File: src/rtl/input_port_fifo_pkg.sv
// Shared processor package for the input port FIFO.
// Provides the default word width and depth, the pointer-width helper,
// and the default pointer width derived from it.
package input_port_fifo_pkg;

  localparam int unsigned LENGTH_DEF = 16;
  localparam int unsigned DEPTH_DEF  = 4;

  // Pointer width for a power-of-two depth (depth >= 2).
  function automatic int unsigned ptr_width(input int unsigned depth);
    return $clog2(depth);
  endfunction

  localparam int unsigned PTR_W_DEF = ptr_width(DEPTH_DEF);

endpackage

File: src/rtl/input_port_fifo_if.sv
// Handshake bundle between the external producer / processor and the
// input port FIFO.
//   master : producer/processor side - drives ExtData, ExtValid, RdReq, ClrErr
//   slave  : FIFO side               - drives ExtReady, RdData, DataAvail, Underflow
interface input_port_fifo_if
  import input_port_fifo_pkg::*;
#(
  parameter int unsigned LENGTH = LENGTH_DEF
);

  logic [LENGTH-1:0] ExtData;
  logic              ExtValid;
  logic              ExtReady;
  logic              RdReq;
  logic [LENGTH-1:0] RdData;
  logic              DataAvail;
  logic              Underflow;
  logic              ClrErr;

  modport master (
    output ExtData, ExtValid, RdReq, ClrErr,
    input  ExtReady, RdData, DataAvail, Underflow
  );

  modport slave (
    input  ExtData, ExtValid, RdReq, ClrErr,
    output ExtReady, RdData, DataAvail, Underflow
  );

endinterface

File: src/rtl/input_port_fifo_fifo.sv
// input_fifo: storage array, head/tail pointers and occupancy count.
// Ports:
//   clk, nReset : clock, asynchronous active-low reset
//   push        : write wr_data at the tail this edge (caller guarantees not full)
//   pop         : advance the head this edge (caller guarantees not empty)
//   wr_data     : word to store
//   head_data   : word currently at the head
//   count       : number of stored words, 0..DEPTH
// Storage is not reset; only the pointers and count are.
module input_fifo
  import input_port_fifo_pkg::*;
#(
  parameter int unsigned LENGTH = LENGTH_DEF,
  parameter int unsigned DEPTH  = DEPTH_DEF,
  localparam int unsigned PW    = ptr_width(DEPTH),
  localparam int unsigned CW    = PW + 1
) (
  input  logic              clk,
  input  logic              nReset,
  input  logic              push,
  input  logic              pop,
  input  logic [LENGTH-1:0] wr_data,
  output logic [LENGTH-1:0] head_data,
  output logic [CW-1:0]     count
);

  logic [LENGTH-1:0] mem [DEPTH];
  logic [PW-1:0]     head;
  logic [PW-1:0]     tail;

  always_ff @(posedge clk) begin
    if (push) mem[tail] <= wr_data;
  end

  // Pointers wrap naturally because DEPTH is a power of two.
  always_ff @(posedge clk or negedge nReset) begin
    if (!nReset) begin
      head  <= '0;
      tail  <= '0;
      count <= '0;
    end else begin
      if (push) tail <= tail + PW'(1);
      if (pop)  head <= head + PW'(1);
      case ({push, pop})
        2'b10:   count <= count + CW'(1);
        2'b01:   count <= count - CW'(1);
        default: count <= count;
      endcase
    end
  end

  assign head_data = mem[head];

endmodule

File: src/rtl/input_port_fifo.sv
// input_port_fifo: buffers words from an external producer for the processor's
// input instruction.
// Ports:
//   clk    : clock, rising edge
//   nReset : asynchronous active-low reset
//   bus    : input_port_fifo_if.slave
//            ExtData/ExtValid/ExtReady - producer handshake (push when both high)
//            RdReq/RdData              - processor read, RdData valid 1 cycle later
//            DataAvail                 - FIFO not empty
//            Underflow/ClrErr          - sticky empty-read flag and its clear
module input_port_fifo
  import input_port_fifo_pkg::*;
#(
  parameter int unsigned LENGTH = LENGTH_DEF,
  parameter int unsigned DEPTH  = DEPTH_DEF,
  localparam int unsigned CW    = ptr_width(DEPTH) + 1
) (
  input  logic               clk,
  input  logic               nReset,
  input_port_fifo_if.slave   bus
);

  localparam logic [CW-1:0] DEPTH_C = CW'(DEPTH);

  logic [CW-1:0]     count;
  logic [LENGTH-1:0] head_data;
  logic              empty;
  logic              push;
  logic              pop;
  logic              underflow_ev;

  assign empty        = (count == '0);
  assign push         = bus.ExtValid && bus.ExtReady;
  // A read on an empty FIFO is never bypassed from a concurrent push.
  assign pop          = bus.RdReq && !empty;
  assign underflow_ev = bus.RdReq && empty;

  input_fifo #(
    .LENGTH (LENGTH),
    .DEPTH  (DEPTH)
  ) u_fifo (
    .clk       (clk),
    .nReset    (nReset),
    .push      (push),
    .pop       (pop),
    .wr_data   (bus.ExtData),
    .head_data (head_data),
    .count     (count)
  );

  assign bus.ExtReady  = (count < DEPTH_C);
  assign bus.DataAvail = !empty;

  always_ff @(posedge clk or negedge nReset) begin
    if (!nReset) begin
      bus.RdData <= '0;
    end else if (pop) begin
      bus.RdData <= head_data;
    end else if (underflow_ev) begin
      bus.RdData <= '0;
    end
  end

  // Set has priority over clear.
  always_ff @(posedge clk or negedge nReset) begin
    if (!nReset) begin
      bus.Underflow <= 1'b0;
    end else if (underflow_ev) begin
      bus.Underflow <= 1'b1;
    end else if (bus.ClrErr) begin
      bus.Underflow <= 1'b0;
    end
  end

endmodule

File: src/flat_wrapper.sv
// flat-port wrapper written by rule: the top's interface ports become plain ports
module input_port_fifo_flat import input_port_fifo_pkg::*;
#(
  parameter int unsigned LENGTH = LENGTH_DEF,
  parameter int unsigned DEPTH  = DEPTH_DEF,
  localparam int unsigned CW    = ptr_width(DEPTH) + 1
)
  (clk, nReset, bus_ExtData, bus_ExtValid, bus_RdReq, bus_ClrErr, bus_ExtReady, bus_RdData, bus_DataAvail, bus_Underflow);
  input_port_fifo_if #(.LENGTH(LENGTH)) bus_i ();
  input  logic clk;
  input  logic nReset;
  input wire logic [$bits(bus_i.ExtData)-1:0] bus_ExtData;
  input wire logic [$bits(bus_i.ExtValid)-1:0] bus_ExtValid;
  input wire logic [$bits(bus_i.RdReq)-1:0] bus_RdReq;
  input wire logic [$bits(bus_i.ClrErr)-1:0] bus_ClrErr;
  output wire logic [$bits(bus_i.ExtReady)-1:0] bus_ExtReady;
  output wire logic [$bits(bus_i.RdData)-1:0] bus_RdData;
  output wire logic [$bits(bus_i.DataAvail)-1:0] bus_DataAvail;
  output wire logic [$bits(bus_i.Underflow)-1:0] bus_Underflow;
  assign bus_i.ExtData = bus_ExtData;
  assign bus_i.ExtValid = bus_ExtValid;
  assign bus_i.RdReq = bus_RdReq;
  assign bus_i.ClrErr = bus_ClrErr;
  assign bus_ExtReady = bus_i.ExtReady;
  assign bus_RdData = bus_i.RdData;
  assign bus_DataAvail = bus_i.DataAvail;
  assign bus_Underflow = bus_i.Underflow;
  input_port_fifo #(.LENGTH(LENGTH), .DEPTH(DEPTH)) u_core (.clk(clk), .nReset(nReset), .bus(bus_i));
endmodule
File: config.mk
export PLATFORM = sky130hd
export DESIGN_NAME = input_port_fifo_flat
export DESIGN_NICKNAME = d
export VERILOG_FILES = /design/src/rtl/input_port_fifo_pkg.sv /design/src/rtl/input_port_fifo_if.sv /design/src/rtl/input_port_fifo_fifo.sv /design/src/rtl/input_port_fifo.sv /design/src/flat_wrapper.sv
export SDC_FILE = /design/constraint.sdc
export NUM_CORES = 1
export LEC_CHECK = 0
export CAP_MARGIN = 20
export CORE_AREA = 2 2 98 100
export CTS_BUF_LIST = sky130_fd_sc_hd__clkbuf_4 sky130_fd_sc_hd__clkbuf_8 sky130_fd_sc_hd__clkbuf_16
export DETAILED_ROUTE_END_ITERATION = 6
export DIE_AREA = 0 0 100 102
export PLACE_DENSITY_LB_ADDON = 0.08
export SKIP_CTS_REPAIR_TIMING = 1
export SYNTH_ARGS = -nofsm -noshare
export SYNTH_HDL_FRONTEND = slang
export SYNTH_HIERARCHICAL = 1
export SYNTH_SLANG_ARGS = --single-unit
export TNS_END_PERCENT = 5
File: constraint.sdc
create_clock -name clk -period 2.6 [get_ports clk]
set_input_delay 0.39 -clock clk [delete_from_list [all_inputs] [get_ports clk]]
set_output_delay 0.39 -clock clk [all_outputs]
set_load 0.005 [all_outputs]
==> metrics <==
Post-Route WL 5900 µm; Worst-Margin Slew 0.355 ns; vias in the first global route 1747; # rows 35; die area 10200 µm²; Mapped Cells 195; Yosys top cell by area edfxtp_1; Worst Hold Margin 0.404 ns; crit path max-delay cell type dfrtp_1; maxcap violations 0; asr flop ratio synth 0.273; Final #Nets 275; cell count of the worst reg-to-reg path 8; flops & latches, synth 88; status finished clean; ant diodes 0; setup TNS 0 ns; drt wl/cell 16.2 µm; synth top area cells edfxtp_1 55%, dfrtp_1 17%, mux4_1 6.1%; Worst Hold Class in2async; total clock sinks 88; global route overflow 0; CTS tree built; area of placed instances 4010 µm²; register area 2520 µm²; RSZ-0062 raised after global routing no; latest clock arrival within the worst-skew pair 0.35 ns; Syn-to-layout area delta 20.8%; Cell Chain, Critical Path nor3_4, buf_4, inv_1, clkdlybuf4s50_1; CP delay by family, top buffers and inverters; final instance area 4180 µm²; critical path class reg2out; Detailed Route Iter0 Violations 49; Max Slew Vio Count 0; die width 100 µm; Post-synth EDFFs 64; post-synth top area share 0.555; Clock Skew 0.0106 ns; initial core utilization 0.380; fmax 0.462 GHz; Peak VDD IR 0.314 mV; fin cells 364; final hold viol count 0; Synth cell types 23; Routed Antenna Nets 0; Relative slew margins 0.763; Crit. End Element output pin; first-pass GRT wire length 9470 µm; initial antenna violation count 0; R2R Setup Slk 0.74 ns; Detailed Routing Iterations Pass 1 6; Mapped Area 3460 µm²; CTS root buf clkbuf_8; Primary FF master, synth edfxtp_1; Worst path max stage delay 0.44 ns; core area 9110 µm²; CTS clk-pin slew, worst paths 0.09 ns; largest net degree at the start of global routing 34; min cycle time layout 2.16 ns; CP Data Required Time 2.21 ns; Tcrit/Tclk final 0.832; via count 1711; Die Height 102 µm; placed cells 348; CTS Buf Count 9; Static Leak 0.00157 µW; Total GRT Usage 0.128; YS warnings 6; DRC viols 0; # IOs 40; Max Fanout on Critical Path 18; DR vias/cell 4.70; sequential area share after synthesis 0.728; DP Wirelength 3630 µm; filler instances 817; endpoints failing setup 0; power density over the cells 987 nW/µm²; clk buf depth 2; PortBufs 39; reg2reg start u_core/u_fifo/count[2]$_DFFE_PN0P_; post-synthesis net count 222; Mean Syn Cell Area 17.8 µm²; Final Worst Setup Slack 0.437 ns; multi-input logic area 777 µm²; WP buf/inv 3; pre-CTS setup slack 0.446 ns; share of layout cells above drive strength 1 0.146; Critical Path Source Type flip-flop; CP Data Arrival Time 1.77 ns; placer congestion estimate 0.688; worst r2r dst u_core/u_fifo/count[2]$_DFFE_PN0P_; htree depth 3
synthesized netlist by cell type, types with 2 or more instances:
| master | instances |
|---|---|
| edfxtp_1 | 64 |
| inv_1 | 25 |
| dfrtp_1 | 24 |
| nand2_1 | 18 |
| o22ai_1 | 16 |
| mux4_1 | 8 |
| mux4_2 | 8 |
| buf_2 | 5 |
| ha_1 | 5 |
| and2_1 | 4 |
| xor2_1 | 4 |
| buf_6 | 2 |
| xnor2_1 | 2 |
flip-flops by register name (all words and copies together) (netlist names):
register,cells
u_core/u_fifo/tail,2
u_core/u_fifo/mem,64
u_core/bus.RdData,16
u_core/u_fifo/head,2
u_core/u_fifo/count,3
u_core/bus.Underflow,1
report_power, final:
| group | switching, µW | leakage (µW) | total (µW) | internal, µW |
|---|---|---|---|---|
| sequential | 143 | 0.000875 | 1990 | 1840 |
| combinational | 589 | 0.000611 | 1320 | 731 |
| clock | 475 | 0.0000870 | 822 | 347 |
worst max-delay path by stage:
| stage | slack [ns] | startpoint | cells after the start | to |
|---|---|---|---|---|
| finish | 0.44 | u_core/u_fifo/count[0]$_DFFE_PN0P_ | 4 | bus_DataAvail |
| global route | 0.34 | u_core/u_fifo/count[0]$_DFFE_PN0P_ | 4 | bus_DataAvail |
| CTS | 0.40 | u_core/u_fifo/count[0]$_DFFE_PN0P_ | 4 | bus_DataAvail |
| detailed placement | 0.45 | bus_RdReq | 8 | u_core/u_fifo/count[2]$_DFFE_PN0P_ |
| global placement | 0.46 | bus_RdReq | 8 | u_core/u_fifo/count[2]$_DFFE_PN0P_ |
| floorplan | 0.73 | u_core/u_fifo/count[0]$_DFFE_PN0P_ | 8 | u_core/u_fifo/count[2]$_DFFE_PN0P_ |
metrics by stage:
stage          power [µW]   util
2_1_floorplan        2850      -
3_3_place_gp         3380  0.441
3_5_place_dp         3380  0.441
4_1_cts              4210  0.459
5_1_grt              4420  0.459
6_report             4130  0.459
final cells by class:
class,instances,share of cell area
inverter,25,0.0224
clock inverter,7,0.0114
timing repair buffer,51,0.115
clock buffer,9,0.0296
sequential,88,0.603
multi-input combinational,73,0.186
tap,111,0.0332
per-layer routing:
metal	wire length, µm	global-route usage	vias to the layer above
li1	-	-	824
met1	2590	0.168	845
met2	2960	0.208	34
met3	263	0.0280	8
met4	76	0.0569	0
met5	0	0	-
cells by family (layout without fill, tap and decap cells):
group	count (synthesis)	in the layout	share of synthesized area
AOI/OAI and AO/OA	18	18	0.0329
xor gates and xnor gates	6	6	0.0152
adders and majority gates	6	6	0.0238
buffers and inverters	34	92	0.0477
DFF	88	88	0.728
muxes	17	17	0.116
and+or+nand+nor	26	26	0.0368
cell usage in the layout (no fill, tap or decap):
master / netlist / routed
a22o_1: 1 / 1
and2_1: 4 / 4
and2b_2: 1 / 1
buf_4: 0 / 12
clkbuf_8: 0 / 9
clkdlybuf4s50_1: 0 / 39
clkinv_1: 0 / 1
clkinv_2: 0 / 2
clkinv_4: 0 / 2
clkinvlp_4: 0 / 1
dfrtp_1: 24 / 24
edfxtp_1: 64 / 64
fa_1: 1 / 1
ha_1: 5 / 5
inv_1: 25 / 25
inv_6: 0 / 1
mux2i_1: 1 / 1
mux4_1: 8 / 8
mux4_2: 8 / 8
nand2_1: 18 / 18
nor2_1: 1 / 1
nor2b_1: 1 / 1
nor3_4: 1 / 1
o21ai_0: 1 / 1
o22ai_1: 16 / 16
xnor2_1: 2 / 2
xor2_1: 4 / 4
(Power assumes the default switching activity.)
==> edit (same flow settings) <==
The package constant `DEPTH_DEF` goes from 4 to 8.
--- a/src/rtl/input_port_fifo_pkg.sv
+++ b/src/rtl/input_port_fifo_pkg.sv
@@ -4,7 +4,7 @@
 package input_port_fifo_pkg;
 
   localparam int unsigned LENGTH_DEF = 16;
-  localparam int unsigned DEPTH_DEF  = 4;
+  localparam int unsigned DEPTH_DEF  = 8;
 
   // Pointer width for a power-of-two depth (depth >= 2).
   function automatic int unsigned ptr_width(input int unsigned depth);
Check against the original RTL: not equivalent (a bounded check fails within 10 cycles, from zero or initial values and one cycle with nReset low).
==> edit against the original RTL <==
Via count up 77%; cell area up 77%; total power up 95%; routed wire length up 90%; sequential power up 72%; synthesized cell count up 62%; global-route usage up 12 points; area after synthesis up 79%; combinational power up 73%; sequential cell count up 67; setup slack worse by 0.29 ns; register-to-register slack worse by 0.55 ns; critical endpoint unchanged.
==> edit: results (changes against the original RTL) <==
* Status: finished, final reports clean
* Multiplexer area fraction after synthesis at 16.6% (+5.1 points)
* Slew HR at 55.5% (-21 points)
* Post-Syn Instances at 315 (+62%)
* Lkg Pwr at 2.67 nW (+70%)
* Max FO, Critical Path at 18 (unchanged)
* Seq/Total Area, Yosys at 73.0% (+0.21 points)
* Final worst setup slack at 0.142 ns (-0.294 ns)
* First-pass GRT wire length at 17200 microns (+82%)
* Largest cells by area after synthesis: edfxtp_1 (62%), dfrtp_1 (11%), mux4_1 (11%)
* Worst Skew at 0.0118 ns (+0.00121 ns)
* Drt first-iter violations at 156 (+220%)
* Port buffer count at 39 (unchanged)
* Filler cells at 464 (-43%)
* FF-to-FF setup slack at 0.19 ns (-0.55 ns)
* HPWL after DPL at 6540 microns (+80%)
* First-pass DRT Iterations at 5 (-1)
* Asr flop ratio synth at 17.4% (-9.9 points)
* Post-Synth XOR/XNOR Area at 1.27% (-0.24 points)
* Post-placement setup slack at 0.203 ns (-0.243 ns)
* Top flop regs: u_core/u_fifo/mem: 128 flops, u_core/bus.RdData: 16 flops, u_core/u_fifo/count: 4 flops
* Ant diodes at 0 (unchanged)
* Share of cells above drive strength 1 at 21.2% (+6.5 points)
* Avg WL per Cell at 22.2 microns (+37%)
* Clock latency on the worst-skew pair at 0.53 ns (+0.18 ns)
* Top cells by count, synth: edfxtp_1 (128), dfrtp_1 (27), mux4_1 (25)
* Worst Hold Class: primary input to asynchronous set/reset pin
* Syn nets at 341 (+54%)
* Final GP Congestion at 0.700 (+1.8%)
* Fin cells at 503 (+38%)
* Critical Path AT at 2.07 ns (+0.30 ns)
* Post-synth EDFFs at 128 (+100%)
* Initial antenna violation count at 0 (unchanged)
* Clock transition at path regs at 0.07 ns (-0.02 ns)
* Critical path's slowest cell: dfrtp_1
* CTS Buf Count at 17 (+8)
* Vias in the first global route at 3026 (+73%)
* Synth Area in Compound Gates at 2.02% (-1.3 points)
* Clock Path Buffers at 2 (unchanged)
* Pin count of the biggest net entering global routing at 35 (+2.9%)
* Synth cell types at 28 (+22%)
* Final nets at 405 (+47%)
* Number of vias in the routed layout at 3021 (+77%)
* H-Tree Level Count at 4 (+1)
* Worst vdd ir at 0.000825 V (+160%)
* WHS at 0.229 ns (-0.174 ns)
* Adder-cell area share of the yosys netlist at 1.01% (-1.4 points)
* Placed cell count at 471 (+35%)
* Ys Warns at 6 (unchanged)
* Gr usage total at 24.4% (+12 points)
* Slowest Stage Delay on Critical Path at 0.47 ns (+0.03 ns)
* CTS root buf: clkbuf_8
## edit: kinds of logic after synthesis
kind of cell	Yosys count
AOI/OAI and AO/OA	20
muxes	51
xor gates and xnor gates	9
buffers and inverters	35
DFF	155
and+or+nand+nor	40
adders and majority gates	5
## edit: final timing paths
check                           depth (start not counted)              startpoint                endpoint
worst max register to register                          7  u_core/u_fifo/count[1]  u_core/u_fifo/count[3]
worst min-delay path                                    2                  nReset  u_core/u_fifo/count[3]
max in group asynchronous                               2                  nReset    u_core/bus.RdData[9]
worst max-delay path                                    4  u_core/u_fifo/count[1]           bus_DataAvail
worst min register to register                          1    u_core/bus.Underflow    u_core/bus.Underflow
min in group clk                                        3              bus_ClrErr    u_core/bus.Underflow
## edit: metal layers
| layer | wire [microns] | vias up | global-route usage, % |
|---|---|---|---|
| met4 | 171 | 0 | 9.80 |
| met1 | 4840 | 1516 | 34.2 |
| li1 | - | 1382 | - |
| met5 | 0 | - | 0 |
| met2 | 5400 | 110 | 38.1 |
| met3 | 769 | 13 | 5.75 |
## edit: per-stage QoR
| stage | area [sq um] | utilization (%) |
|---|---|---|
| after floorplan | 6190 | - |
| after detailed placement | 6810 | 74.8 |
| after global placement | 6810 | 74.8 |
| after CTS | 7390 | 81.1 |
| final | 7390 | 81.1 |
| after global routing | 7390 | 81.1 |
## edit: critical path: cells and delay by family (launching register included)
family                 cells  cell delay, ns
buffers and inverters      3            0.75
flip-flops                 1            0.47
AND/OR/NAND/NOR            1            0.32
## edit: power by group
| part | switching (mW) | internal [mW] | total, mW |
|---|---|---|---|
| Clock | 1.03 | 1.32 | 2.36 |
| Combinational | 1.02 | 1.25 | 2.28 |
| Sequential | 0.295 | 3.13 | 3.42 |
## edit: final cells by class
| type | instances | area [sq um] | share of cell area (%) |
|---|---|---|---|
| flip-flops and latches | 155 | 4520 | 61.2 |
| multi-input cells | 125 | 1510 | 20.4 |
| repair buffers | 60 | 573 | 7.76 |
| clock buffers | 18 | 422 | 5.71 |
| clock inverters | 14 | 155 | 2.10 |
| well taps | 111 | 139 | 1.88 |
| inverters | 20 | 75.1 | 1.02 |
